### src/rtl/rr_rotate_arbiter.sv
// Round-robin N-way arbiter built around a circular barrel shifter.
// The priority pointer doubles as the shift amount for a downstream rotator,
// and the registered grant is handed out over a valid/ready handshake.

// Right barrel shifter; CIRC = 1 rotates, CIRC = 0 shifts in zeros.
module barrel_shift_dir0 #(
  parameter int W    = 8,
  parameter bit CIRC = 1'b1,
  localparam int SW  = $clog2(W)
) (
  input  logic [W-1:0]  data,
  input  logic [SW-1:0] shamt,
  output logic [W-1:0]  result
);

  // Log-depth shift: stage s moves the word by 2**s when shamt[s] is set.
  always_comb begin
    // NOTE: blocking assignments are right here because each stage feeds the next within one evaluation.
    result = data;
    for (int s = 0; s < SW; s++) begin
      if (shamt[s]) begin
        if (CIRC) result = (result >> (1 << s)) | (result << (W - (1 << s)));
        else      result = result >> (1 << s);
      end
    end
  end

endmodule

module rr_rotate_arbiter #(
  parameter int  N     = 8,
  localparam int PTR_W = $clog2(N)
) (
  input  logic             clock,
  input  logic             reset,
  input  logic [N-1:0]     req,
  input  logic             flush,
  input  logic             gnt_ready,
  output logic             gnt_valid,
  output logic [N-1:0]     gnt_onehot,
  output logic [PTR_W-1:0] gnt_idx,
  output logic [PTR_W-1:0] ptr
);

  typedef enum logic {
    IDLE = 1'b0,
    HOLD = 1'b1
  } state_t;

  state_t             state, state_next;
  logic               valid_next;
  logic [N-1:0]       onehot_next;
  logic [PTR_W-1:0]   idx_next;
  logic [PTR_W-1:0]   ptr_next;

  // Arbitration inputs: the live request vector and the scan start position.
  logic [N-1:0]       arb_vec;
  logic [PTR_W-1:0]   arb_ptr;
  logic [N-1:0]       rotated;
  logic [PTR_W-1:0]   lowest;
  logic [PTR_W-1:0]   winner;
  logic               any;
  logic [PTR_W-1:0]   idx_after;

  assign idx_after = gnt_idx + PTR_W'(1);

  // In HOLD the search pre-computes the post-handshake arbitration: the
  // current winner is masked out and the scan starts just past it.
  always_comb begin
    arb_vec = req;
    arb_ptr = ptr;
    if (state == HOLD) begin
      arb_vec = req & ~gnt_onehot;
      arb_ptr = idx_after;
    end
  end

  // Bring the pointer position to bit 0 so a plain lowest-bit search suffices.
  barrel_shift_dir0 #(
    .W    (N),
    .CIRC (1'b1)
  ) u_rotate (
    .data   (arb_vec),
    .shamt  (arb_ptr),
    .result (rotated)
  );

  // Lowest set bit of the rotated vector, then undo the rotation.
  always_comb begin
    lowest = '0;
    for (int i = N - 1; i >= 0; i--) begin
      if (rotated[i]) lowest = PTR_W'(i);
    end
  end

  // N is a power of two, so the PTR_W-bit add wraps modulo N for free.
  assign winner = lowest + arb_ptr;
  assign any    = |arb_vec;

  // Next-state and next-grant decision; flush overrides everything but reset.
  always_comb begin
    // NOTE: every output of this block gets a default first so no latch is inferred.
    state_next  = state;
    valid_next  = gnt_valid;
    onehot_next = gnt_onehot;
    idx_next    = gnt_idx;
    ptr_next    = ptr;

    if (flush) begin
      state_next  = IDLE;
      valid_next  = 1'b0;
      onehot_next = '0;
    end else begin
      unique case (state)
        IDLE: begin
          valid_next  = 1'b0;
          onehot_next = '0;
          if (any) begin
            state_next  = HOLD;
            valid_next  = 1'b1;
            idx_next    = winner;
            onehot_next = N'(1) << winner;
          end
        end
        HOLD: begin
          // Without ready the grant is frozen, whatever req does.
          if (gnt_ready) begin
            ptr_next = idx_after;
            if (any) begin
              idx_next    = winner;
              onehot_next = N'(1) << winner;
            end else begin
              state_next  = IDLE;
              valid_next  = 1'b0;
              onehot_next = '0;
            end
          end
        end
        default: state_next = IDLE;
      endcase
    end
  end

  // State and grant registers with synchronous active-low reset.
  always_ff @(posedge clock) begin
    // NOTE: non-blocking assignments keep all registers updating from the same pre-edge values.
    if (!reset) begin
      state      <= IDLE;
      gnt_valid  <= 1'b0;
      gnt_onehot <= '0;
      gnt_idx    <= '0;
      ptr        <= '0;
    end else begin
      state      <= state_next;
      gnt_valid  <= valid_next;
      gnt_onehot <= onehot_next;
      gnt_idx    <= idx_next;
      ptr        <= ptr_next;
    end
  end

endmodule

### config.mk
export PLATFORM = sky130hd
export DESIGN_NAME = rr_rotate_arbiter
export DESIGN_NICKNAME = d
export VERILOG_FILES = /design/src/rtl/rr_rotate_arbiter.sv
export SDC_FILE = /design/constraint.sdc
export NUM_CORES = 1
export LEC_CHECK = 0
export ABC_CLOCK_PERIOD_IN_PS = 3850
export BUFFER_PORTS_ARGS = -buffer_cell sky130_fd_sc_hd__buf_2
export CORE_MARGIN = 2
export CORE_UTILIZATION = 54
export DETAILED_ROUTE_END_ITERATION = 10
export PLACE_DENSITY = 0.79
export SLEW_MARGIN = 20
export SYNTH_ARGS = -nofsm -noshare
export SYNTH_HDL_FRONTEND = slang
export SYNTH_HIERARCHICAL = 1
export SYNTH_SLANG_ARGS = --single-unit
### constraint.sdc
create_clock -name clock -period 3.85 [get_ports clock]
set_input_delay 0.77 -clock clock [delete_from_list [all_inputs] [get_ports clock]]
set_output_delay 0.77 -clock clock [all_outputs]
set_load 0.005 [all_outputs]
## Word level (Yosys, flattened, before mapping)

Cells that the tools add are included.
Widths: inputs -> output; s select.

- Reduce and logical (&&, ||, !) cells: 5
- Bitwise operators: 8
- Shift-type cells: 1
- Add/subtract/negate cells: 2
- Mux-type cells: 25
- Equal/unequal tests: 2

Operators by type and width:

| operator | count |
|---|---|
| $mux 8 | 6 |
| $mux 3 | 11 |
| $pmux 8 s2 | 1 |
| $and 8x8->8 | 1 |
| $not 8->8 | 1 |
| $or 4x8->8 | 1 |
| $or 6x8->8 | 1 |
| $or 7x8->8 | 1 |
| $reduce_or 8->1 | 1 |
| $shl 1x3->8 const A | 1 |
| $pmux 3 s2 | 1 |
| $mux 1 | 4 |
| $ne 2x2->1 const B | 2 |
| $pmux 1 s2 | 2 |
| $reduce_and 2->1 | 2 |
| $add 3x1->3 const B | 1 |
| $add 3x3->3 | 1 |
| $not 1->1 | 3 |
| $reduce_and 3->1 | 1 |
| $reduce_or 2->1 | 1 |

- Bits in registers: 16
- Output and inout bits: 15
- Logic and storage cells: 48
- Bits of input ports: 12

## Logic depth before layout (Yosys ltp)

Gate-level depths: netlist of run 1.

- Depth in word-level cells: 22
- Mapped depth: 17
- Depth with buffers taken out: 16

## Hierarchy

Netlist of run 1, hierarchy kept.

Modules (own cells, without submodules):

| module | instances | area an instance (sq um) | cells an instance | seq. area each (sq um) |
|---|---|---|---|---|
| rr_rotate_arbiter | 1 | 963.4 | 116 | 320.3 |
| barrel_shift_dir0 | 1 | 326.6 | 19 | 0.0 |

## Worst setup path before layout of run 1

Ideal clock, no wire load.

- Path kind: reg2reg
- Start point: reg gnt_idx[0]
- End point: reg gnt_onehot[2]
- Stages on the path, launching flop included: 16
- Buffers on the path: 1
- Period minus slack after synthesis: 3.548 ns
- Data arrival time: 3.461 ns
- Slack: 0.302 ns
- Cell sequence: dfxtp_1 > ha_1 > xnor2_1 > a21oi_2 > buf_6 > mux4_1 > mux2_2 > a21oi_1 > o21bai_1 > a21oi_1 > nor2_1 > ha_1 > inv_1 > fa_1 > or3_1 > o31ai_1

- Elaborated cells on any way between the ends: 20
- Those cells by class: add/sub (2); shift (1); mux (15); bitwise (2)

RTL lines:

| item | line | source |
|---|---|---|
| start: declaration | 41 | `output logic [PTR_W-1:0] gnt_idx,` |
| start signal: assignment | 157 | `gnt_idx <= idx_next;` |
| $add 3x1->3 (*) | 65 | `assign idx_after = gnt_idx + PTR_W'(1);` |
| $mux 3 (*) | 72 | `if (state == HOLD) begin` |
| net arb_ptr[2] | 58 | `logic [PTR_W-1:0] arb_ptr;` |
| $mux 8 (*) | 21 | `if (shamt[s]) begin` |
| net rotated[7] | 59 | `logic [N-1:0] rotated;` |
| $mux 3 (*) (8 in a row) | 92 | `if (rotated[i]) lowest = PTR_W'(i);` |
| $add 3x3->3 (*) | 97 | `assign winner = lowest + arb_ptr;` |
| $shl 1x3->8 (*) | 122, 131 |  |
| $mux 8 (*) | 118, 129 |  |
| $mux 8 | 127 | `if (gnt_ready) begin` |
| $pmux 8 s2 (*) | 114 | `unique case (state)` |
| end signal: assignment | 156 | `gnt_onehot <= onehot_next;` |
| end: declaration | 40 | `output logic [N-1:0] gnt_onehot,` |

The timed path passes the listed nets; every way through them passes the cells marked *. The select of a mux whose other input is x is not followed.
A chain may end at the register's enable or synchronous reset.

## Worst setup path after layout of run 1

- Start point: reg gnt_idx[0]
- End point: reg gnt_onehot[2]

- Elaborated cells on any way between the ends: 20
- Those cells by class: add/sub (2); shift (1); mux (15); bitwise (2)

RTL lines:

| item | line | source |
|---|---|---|
| $add 3x1->3 (*) | 65 |  |
| net idx_after[1] | 63 | `logic [PTR_W-1:0] idx_after;` |
| $mux 3 (*) | 72 |  |
| net arb_ptr[1] | 58 |  |
| $mux 8 (*) | 21 |  |
| $or 4x8->8 | 22 | `if (CIRC) result = (result >> (1 << s)) \| (result << (W - (1 << s)));` |
| $mux 8 (*) | 21 |  |
| net rotated[7] | 59 |  |
| $mux 3 (*) (8 in a row) | 92 |  |
| $add 3x3->3 (*) | 97 |  |
| $shl 1x3->8 (*) | 122, 131 |  |
| $mux 8 (*) | 118, 129 |  |
| $mux 8 | 127 |  |
| $pmux 8 s2 (*) | 114 |  |

Marks and branches as above.

==> insert_results.sql, run 1 <==
INSERT INTO impl_metrics (metric_group, metric, value, unit) VALUES
('outcome', 'status', 'finished, final reports clean', ''),
('synth', 'yosys_register_bits', '16', ''),
('clock_tree', 'insertion_delay', '0.28', 'ns'),
('grt', 'grt_pass1_wl', '4.91', 'mm'),
('worst_setup_path', 'crit_type', 'register to register', ''),
('clock_tree', 'clkTransAtPathRegs', '0.09', 'ns'),
('synth', 'syn_inst', '135', ''),
('grt', 'number_of_global_route_vias_before_repair', '1086', ''),
('detailed_routing', 'wl_met2', '1.58', 'mm'),
('final_layout', 'mostFrequentLayoutCell', 'sky130_fd_sc_hd__buf_2', ''),
('timing', 'finalHoldViolCount', '0', ''),
('clock_tree', 'ctsRootBufferMaster', 'sky130_fd_sc_hd__clkbuf_4', ''),
('power', 'power.share.combinational', '43.9', '%'),
('detailed_routing', 'avgViaCountPerCell', '6.09', ''),
('grt', 'global_route.overflow_total', '0', ''),
('place', 'gp_congestion', '0.853', ''),
('timing', 'worst_case_clock_skew', '0.00441', 'ns'),
('synth', 'postSynthNetCount', '150', ''),
('detailed_routing', 'routed.top_layer', 'met4', ''),
('detailed_routing', 'drc', '0', ''),
('worst_setup_path', 'setup.worst_path.end_class', 'register', ''),
('clock_tree', 'cts_hold_buf', '0', ''),
('power', 'cellPowerDensity', '330', 'nW/um^2'),
('detailed_routing', 'antenna_violating_nets_post_route', '0', ''),
('timing', 'post-route-min-period', '3.68', 'ns'),
('place', 'detailedPlacementHpwl', '2.47', 'mm'),
('power', 'seqPwrFrac', '38.9', '%'),
('synth', 'synthTopCellsByArea', 'sky130_fd_sc_hd__dfxtp_1, sky130_fd_sc_hd__mux4_1, sky130_fd_sc_hd__mux2_2, sky130_fd_sc_hd__a21oi_1, sky130_fd_sc_hd__inv_1', ''),
('floorplan', 'full_die_area', '2800', 'sq um'),
('detailed_routing', 'drt_iter0_drc', '24', ''),
('worst_setup_path', 'worstRegToRegCells', '15', ''),
('detailed_routing', 'detail_route.wirelength', '3.03', 'mm'),
('final_layout', 'drive_gt1_share', '37.6', '%'),
('worst_hold_path', 'hold_depth', '2', ''),
('floorplan', 'start_util', '57.8', '%'),
('synth', 'synth_area_per_cell', '9.56', 'sq um'),
('power', 'power.leakage', '0.652', 'nW'),
('clock_tree', 'max-clock-path-buffers', '2', ''),
('clock_tree', 'cts_buffers', '3', ''),
('worst_setup_path', 'timing.critical_path.arrival', '3.88', 'ns'),
('final_layout', 'diodes', '0', ''),
('worst_setup_path', 'regToRegStartpoint', 'gnt_idx[0]', ''),
('place', 'placement.setup.worst_slack', '0.00931', 'ns'),
('timing', 'fmax', '271', 'MHz'),
('floorplan', 'fp.coreArea', '2230', 'sq um'),
('grt', 'antenna_found_initial', '0', ''),
('timing', 'setup_viol', '0', ''),
('clock_tree', 'clock_sinks', '16', ''),
('clock_tree', 'htree_num_levels', '1', ''),
('worst_setup_path', 'regToRegEndpoint', 'gnt_onehot[2]', ''),
('worst_setup_path', 'critPathLaunch', 'gnt_idx[0]', ''),
('synth', 'netlist.top_cell.by_area', 'sky130_fd_sc_hd__dfxtp_1', ''),
('floorplan', 'die_y', '52.9', 'microns'),
('worst_setup_path', 'regToRegSetupSlack', '0.17', 'ns'),
('power', 'worst_ir_drop_vdd', '0.000319', 'V'),
('clock_tree', 'tritoncts', 'built', ''),
('power', 'internal_power', '0.323', 'mW'),
('detailed_routing', 'drtPass1Iterations', '4', ''),
('final_layout', 'register_area', '322', 'sq um'),
('worst_hold_path', 'timing.hold.worst_endpoint', 'gnt_valid', ''),
('timing', 'post_route_setup_tns', '0', 'ns'),
('worst_hold_path', 'hold_class', 'register to register', ''),
('worst_setup_path', 'startpoint_type', 'register', ''),
('timing', 'final-max-slew-violation-count', '0', ''),
('worst_setup_path', 'critical_path_peak_fanout', '6', ''),
('synth', 'synth.lib_cells_used.distinct', '40', ''),
('final_layout', 'area_of_the_multi_input_gates', '897', 'sq um'),
('timing', 'max_slew_margin', '66.4', '%'),
('detailed_routing', 'wl_cell', '15.7', 'microns'),
('power', 'share_clk_of_total_power', '17.2', '%'),
('grt', 'track_usage', '24.2', '%');
power by group through the flow:
stage                     sequential [mW]  clock [mW]  combinational (mW)
after CTS                           0.193      0.0867               0.205
after global routing                0.196      0.0932               0.239
after detailed placement            0.197           0               0.204
after floorplan                     0.194           0               0.153
final                               0.194      0.0857               0.219
after global placement              0.196           0               0.195
cell families (layout without fill, tap and decap cells):
logic type / Yosys count / count (layout) / synth area share (%)
fa+ha+maj: 3 / 3 / 3.49
buf+inv: 20 / 50 / 7.27
mux: 18 / 18 / 24.8
compound gates: 40 / 40 / 21.8
xor+xnor: 2 / 2 / 2.42
flops: 16 / 16 / 24.8
simple gates: 36 / 36 / 15.3
cell type report:
type                       count  share of cell area [%]
sequential                    16                    21.3
timing repair buffer          32                    11.8
clock buffer                   3                    1.49
tap                           28                    2.32
multi-input combinational     99                    59.4
inverter                      15                    3.73
stage by stage:
stage	instance area, sq um	utilization (%)	instances	power, mW	hold slack, ns
floorplan	1290	-	135	0.346	0.461
global placement	1450	64.8	188	0.391	0.452
detailed placement	1450	64.8	188	0.401	0.466
CTS	1480	66.1	191	0.485	0.482
global route	1510	67.7	193	0.528	0.514
finish	1510	67.7	193	0.498	0.477
worst max-delay path, cell delays in order (launching register included):
cell                       delay (ns)
sky130_fd_sc_hd__dfxtp_2         0.35
sky130_fd_sc_hd__ha_1            0.33
sky130_fd_sc_hd__mux2i_2         0.24
sky130_fd_sc_hd__inv_1           0.14
sky130_fd_sc_hd__buf_4           0.18
sky130_fd_sc_hd__mux4_2          0.30
sky130_fd_sc_hd__mux2_2          0.30
sky130_fd_sc_hd__a21oi_1         0.16
sky130_fd_sc_hd__o21bai_1        0.08
sky130_fd_sc_hd__a21oi_1         0.14
sky130_fd_sc_hd__nor2_1          0.06
sky130_fd_sc_hd__ha_1            0.18
sky130_fd_sc_hd__inv_1           0.07
sky130_fd_sc_hd__fa_2            0.47
sky130_fd_sc_hd__or3_4           0.40
sky130_fd_sc_hd__o31ai_2         0.19
state kept, by name, summed over array words and instances (netlist names):
register,flops
gnt_valid,1
state,1
gnt_idx,3
gnt_onehot,8
ptr,3
metal layers:
layer,up-vias,track usage (%)
li1,572,-
met1,584,29.3
met2,15,44.0
met3,4,3.39
met4,0,7.26
met5,-,0
synthesized netlist by cell type (all sizes together):
cell type / instances
a21oi: 17
dfxtp: 16
inv: 15
nand2: 12
o31ai: 9
mux2: 8
mux4: 8
nor2: 7
buf: 4
o22ai: 4
nor4: 3
o21ai: 3
ha: 2
mux2i: 2
nand2b: 2
nand3: 2
nand3b: 2
nor2b: 2
o311a: 2
a221oi: 1
a311oi: 1
clkbuf: 1
fa: 1
nor3: 1
o21bai: 1
o41a: 1
o41ai: 1
or2: 1
or2b: 1
or3: 1
or3b: 1
or4: 1
xnor2: 1
xnor3: 1
timing repair:
item | in CTS | in global routing
setup endpoints to repair | 1 | 9
pin swaps | 0 | 1
resized for setup | 1 | 10
endpoints found under the hold margin | 0 | 0
setup buffers | 0 | 2
worst max path at each step:
stage	end	slack, ns	cells after the start
2_1_floorplan	gnt_onehot[2]	0.30	15
3_3_place_gp	gnt_onehot[2]	0.12	15
3_5_place_dp	gnt_onehot[2]	0.009	15
4_1_cts	gnt_onehot[6]	0.02	15
5_1_grt	gnt_onehot[2]	0.004	15
6_report	gnt_onehot[2]	0.17	15
Note: power is estimated with default switching activity, not from simulation.
==> run 2, diff against run 1 <==
==> constraint.sdc (replaced) <==
create_clock -name clock -period 3.85 [get_ports clock]
set_input_delay 0.385 -clock clock [delete_from_list [all_inputs] [get_ports clock]]
set_output_delay 0.385 -clock clock [all_outputs]
set_load 0.005 [all_outputs]
==> run 2 against run 1 <==
Flip-flop and latch count is the same; via count grew 2.0%; power grew 1.1%; worst hold slack lost 0.11 ns; register-to-register slack lost 0.02 ns; maximum frequency shrank 0.62%; clock power shrank 1%; sequential share of layout area shrank 0.17 points; first-iteration DRC count shrank 4.2%; cell area grew 0.83%; global-route usage shrank 0.16 points; critical path type unchanged; largest cell class unchanged; highest routed layer unchanged.
==> insert_results.sql, run 2 (synthesis gave the netlist of run 1 again) <==
INSERT INTO impl_metrics (metric_group, metric, value, unit) VALUES
('power', 'cellPowerDensity', '331', 'nW/um^2'),
('worst_setup_path', 'crit_family', 'adder cells', ''),
('timing', 'post_route_setup_tns', '0', 'ns'),
('grt', 'grt_pass1_wl', '4.94', 'mm'),
('worst_setup_path', 'timing.critical_path.slowest_stage_cell', 'sky130_fd_sc_hd__mux4_2', ''),
('timing', 'final-max-slew-violation-count', '0', ''),
('place', 'gp_congestion', '0.835', ''),
('final_layout', 'drive_gt1_share', '38.3', '%'),
('final_layout', 'design.final.nets', '184', ''),
('worst_setup_path', 'critical_path_peak_fanout', '5', ''),
('clock_tree', 'tritoncts', 'built', ''),
('floorplan', 'start_util', '57.8', '%'),
('clock_tree', 'clock_sinks', '16', ''),
('timing', 'period_share', '96.3', '%'),
('floorplan', 'placement_rows', '17', ''),
('detailed_routing', 'drt_iter0_drc', '23', ''),
('worst_setup_path', 'setup.worst_path.end_class', 'register', ''),
('timing', 'whs', '0.364', 'ns'),
('final_layout', 'post-route-cell-area', '1520', 'sq um'),
('place', 'place_area', '1450', 'sq um'),
('final_layout', 'final_cell_mix', 'sky130_fd_sc_hd__buf_2, sky130_fd_sc_hd__a21oi_1, sky130_fd_sc_hd__inv_1, sky130_fd_sc_hd__dfxtp_1, sky130_fd_sc_hd__nand2_1', ''),
('place', 'placement.setup.worst_slack', '0.0444', 'ns'),
('floorplan', 'io_pins', '27', ''),
('detailed_routing', 'detail_route.wirelength', '3.12', 'mm'),
('grt', 'number_of_global_route_vias_before_repair', '1081', ''),
('power', 'total_power', '0.504', 'mW'),
('clock_tree', 'cts_hold_buf', '0', ''),
('clock_tree', 'insertion_delay', '0.28', 'ns'),
('floorplan', 'fp.coreArea', '2230', 'sq um'),
('timing', 'setup_viol', '0', ''),
('worst_setup_path', 'worstPathBufferInverterCount', '2', ''),
('outcome', 'status', 'finished, final reports clean', ''),
('final_layout', 'diodes', '0', ''),
('clock_tree', 'cts_buffers', '3', ''),
('clock_tree', 'max-clock-path-buffers', '2', ''),
('detailed_routing', 'drc', '0', ''),
('timing', 'worst_pin_slew', '0.472', 'ns'),
('timing', 'worst_case_clock_skew', '0.00111', 'ns'),
('detailed_routing', 'via_count', '1198', ''),
('floorplan', 'full_die_area', '2800', 'sq um'),
('clock_tree', 'clkTransAtPathRegs', '0.09', 'ns'),
('place', 'detailedPlacementHpwl', '2.47', 'mm'),
('worst_setup_path', 'timing.critical_path.arrival', '3.90', 'ns'),
('timing', 'post-route-min-period', '3.71', 'ns'),
('final_layout', 'utilization', '68.2', '%'),
('worst_setup_path', 'crit_type', 'register to register', ''),
('clock_tree', 'htree_num_levels', '1', ''),
('final_layout', 'register_with_the_highest_flop_count', 'gnt_onehot', ''),
('final_layout', 'syn_to_final_growth', '18.1', '%'),
('place', 'io_buffer_count', '26', ''),
('grt', 'global_route.overflow_total', '0', ''),
('run', 'maxCapViolCount', '0', ''),
('timing', 'fmax', '270', 'MHz'),
('final_layout', 'largest_register_ff_count', '8', ''),
('power', 'power.leakage', '0.655', 'nW'),
('worst_setup_path', 'worst_path_largest_cell_delay', '0.50', 'ns'),
('detailed_routing', 'wl_cell', '16.0', 'microns'),
('timing', 'finalHoldViolCount', '0', ''),
('detailed_routing', 'drtPass1Iterations', '5', ''),
('place', 'placed_cells_incl_taps', '188', ''),
('grt', 'track_usage', '24.0', '%'),
('final_layout', 'top_regs', 'gnt_onehot (8), gnt_idx (3), ptr (3)', ''),
('worst_setup_path', 'startpoint_type', 'register', ''),
('timing', 'final.setup.worst_slack', '0.144', 'ns'),
('grt', 'antenna_found_initial', '0', ''),
('detailed_routing', 'antenna_violating_nets_post_route', '0', ''),
('worst_setup_path', 'worst_ep_required_time', '4.05', 'ns'),
('worst_setup_path', 'timing.critical_path.cells', 'ha_1 > xnor2_1 > a21oi_2 > buf_6 > mux4_2 > mux2_2 > a21oi_1 > o21bai_1 > a21oi_1 > nor2_1 > ha_1 > inv_1 > fa_2 > or3_4 > o31ai_2', ''),
('power', 'worst_ir_drop_vdd', '0.000342', 'V'),
('final_layout', 'fin_cells', '195', ''),
('floorplan', 'fp.dieW', '52.9', 'microns'),
('clock_tree', 'ctsRootBufferMaster', 'sky130_fd_sc_hd__clkbuf_4', ''),
('detailed_routing', 'avgViaCountPerCell', '6.14', ''),
('final_layout', 'mostFrequentLayoutCell', 'sky130_fd_sc_hd__buf_2', ''),
('floorplan', 'die_y', '52.9', 'microns'),
('timing', 'max_slew_margin', '68.1', '%'),
('grt', 'pin_count_of_the_biggest_net_entering_global_routing', '13', ''),
('worst_hold_path', 'hold_class', 'primary input to register', '');
-- run 2: changes by cell type in the layout (fill, tap and decap cells not counted), sizes merged --
cell	before	now
buf	32	34
-- run 2: worst register-to-register path, stage by stage (launching register included) --
cell,delay (ns)
sky130_fd_sc_hd__dfxtp_1,0.35
sky130_fd_sc_hd__ha_1,0.22
sky130_fd_sc_hd__xnor2_1,0.15
sky130_fd_sc_hd__a21oi_2,0.19
sky130_fd_sc_hd__buf_6,0.15
sky130_fd_sc_hd__mux4_2,0.51
sky130_fd_sc_hd__mux2_2,0.31
sky130_fd_sc_hd__a21oi_1,0.16
sky130_fd_sc_hd__o21bai_1,0.08
sky130_fd_sc_hd__a21oi_1,0.14
sky130_fd_sc_hd__nor2_1,0.05
sky130_fd_sc_hd__ha_1,0.17
sky130_fd_sc_hd__inv_1,0.07
sky130_fd_sc_hd__fa_2,0.48
sky130_fd_sc_hd__or3_4,0.41
sky130_fd_sc_hd__o31ai_2,0.19
-- run 2: metal layers --
metal | track usage, % | vias up | part of all wire, %
li1 | - | 578 | -
met1 | 30.9 | 577 | 42
met2 | 41.3 | 37 | 52
met3 | 3.11 | 6 | 3.8
met4 | 8.12 | 0 | 1.3
met5 | 0 | - | 0
-- run 2: timing repair --
action,in CTS,in global routing
setup endpoints to repair,0,9
gates resized for setup,0,12
setup buffers,0,3
hold endpoints to repair,0,0
-- run 2: area by class of cell --
type                    count  area (sq um)
inverters                  15          56.3
well taps                  28          35.0
fillers                   176           709
flip-flops and latches     16           322
multi-input cells          99           897
clock buffers               3          22.5
repair buffers             34           191
-- run 2: path summary, 6_finish.rpt --
path,to,startpoint,slack [ns],cells after the start
max,gnt_onehot[6],gnt_idx[0],0.14,15
max reg2reg,gnt_onehot[6],gnt_idx[0],0.14,15
min,gnt_idx[2],reset,0.36,2
min reg2reg,ptr[0],ptr[0],0.48,2
-- run 2: where the power goes --
part / switching [mW] / internal, mW
registers: 0.0138 / 0.179
logic: 0.117 / 0.110
clock network: 0.0486 / 0.0362
total: 0.179 / 0.325
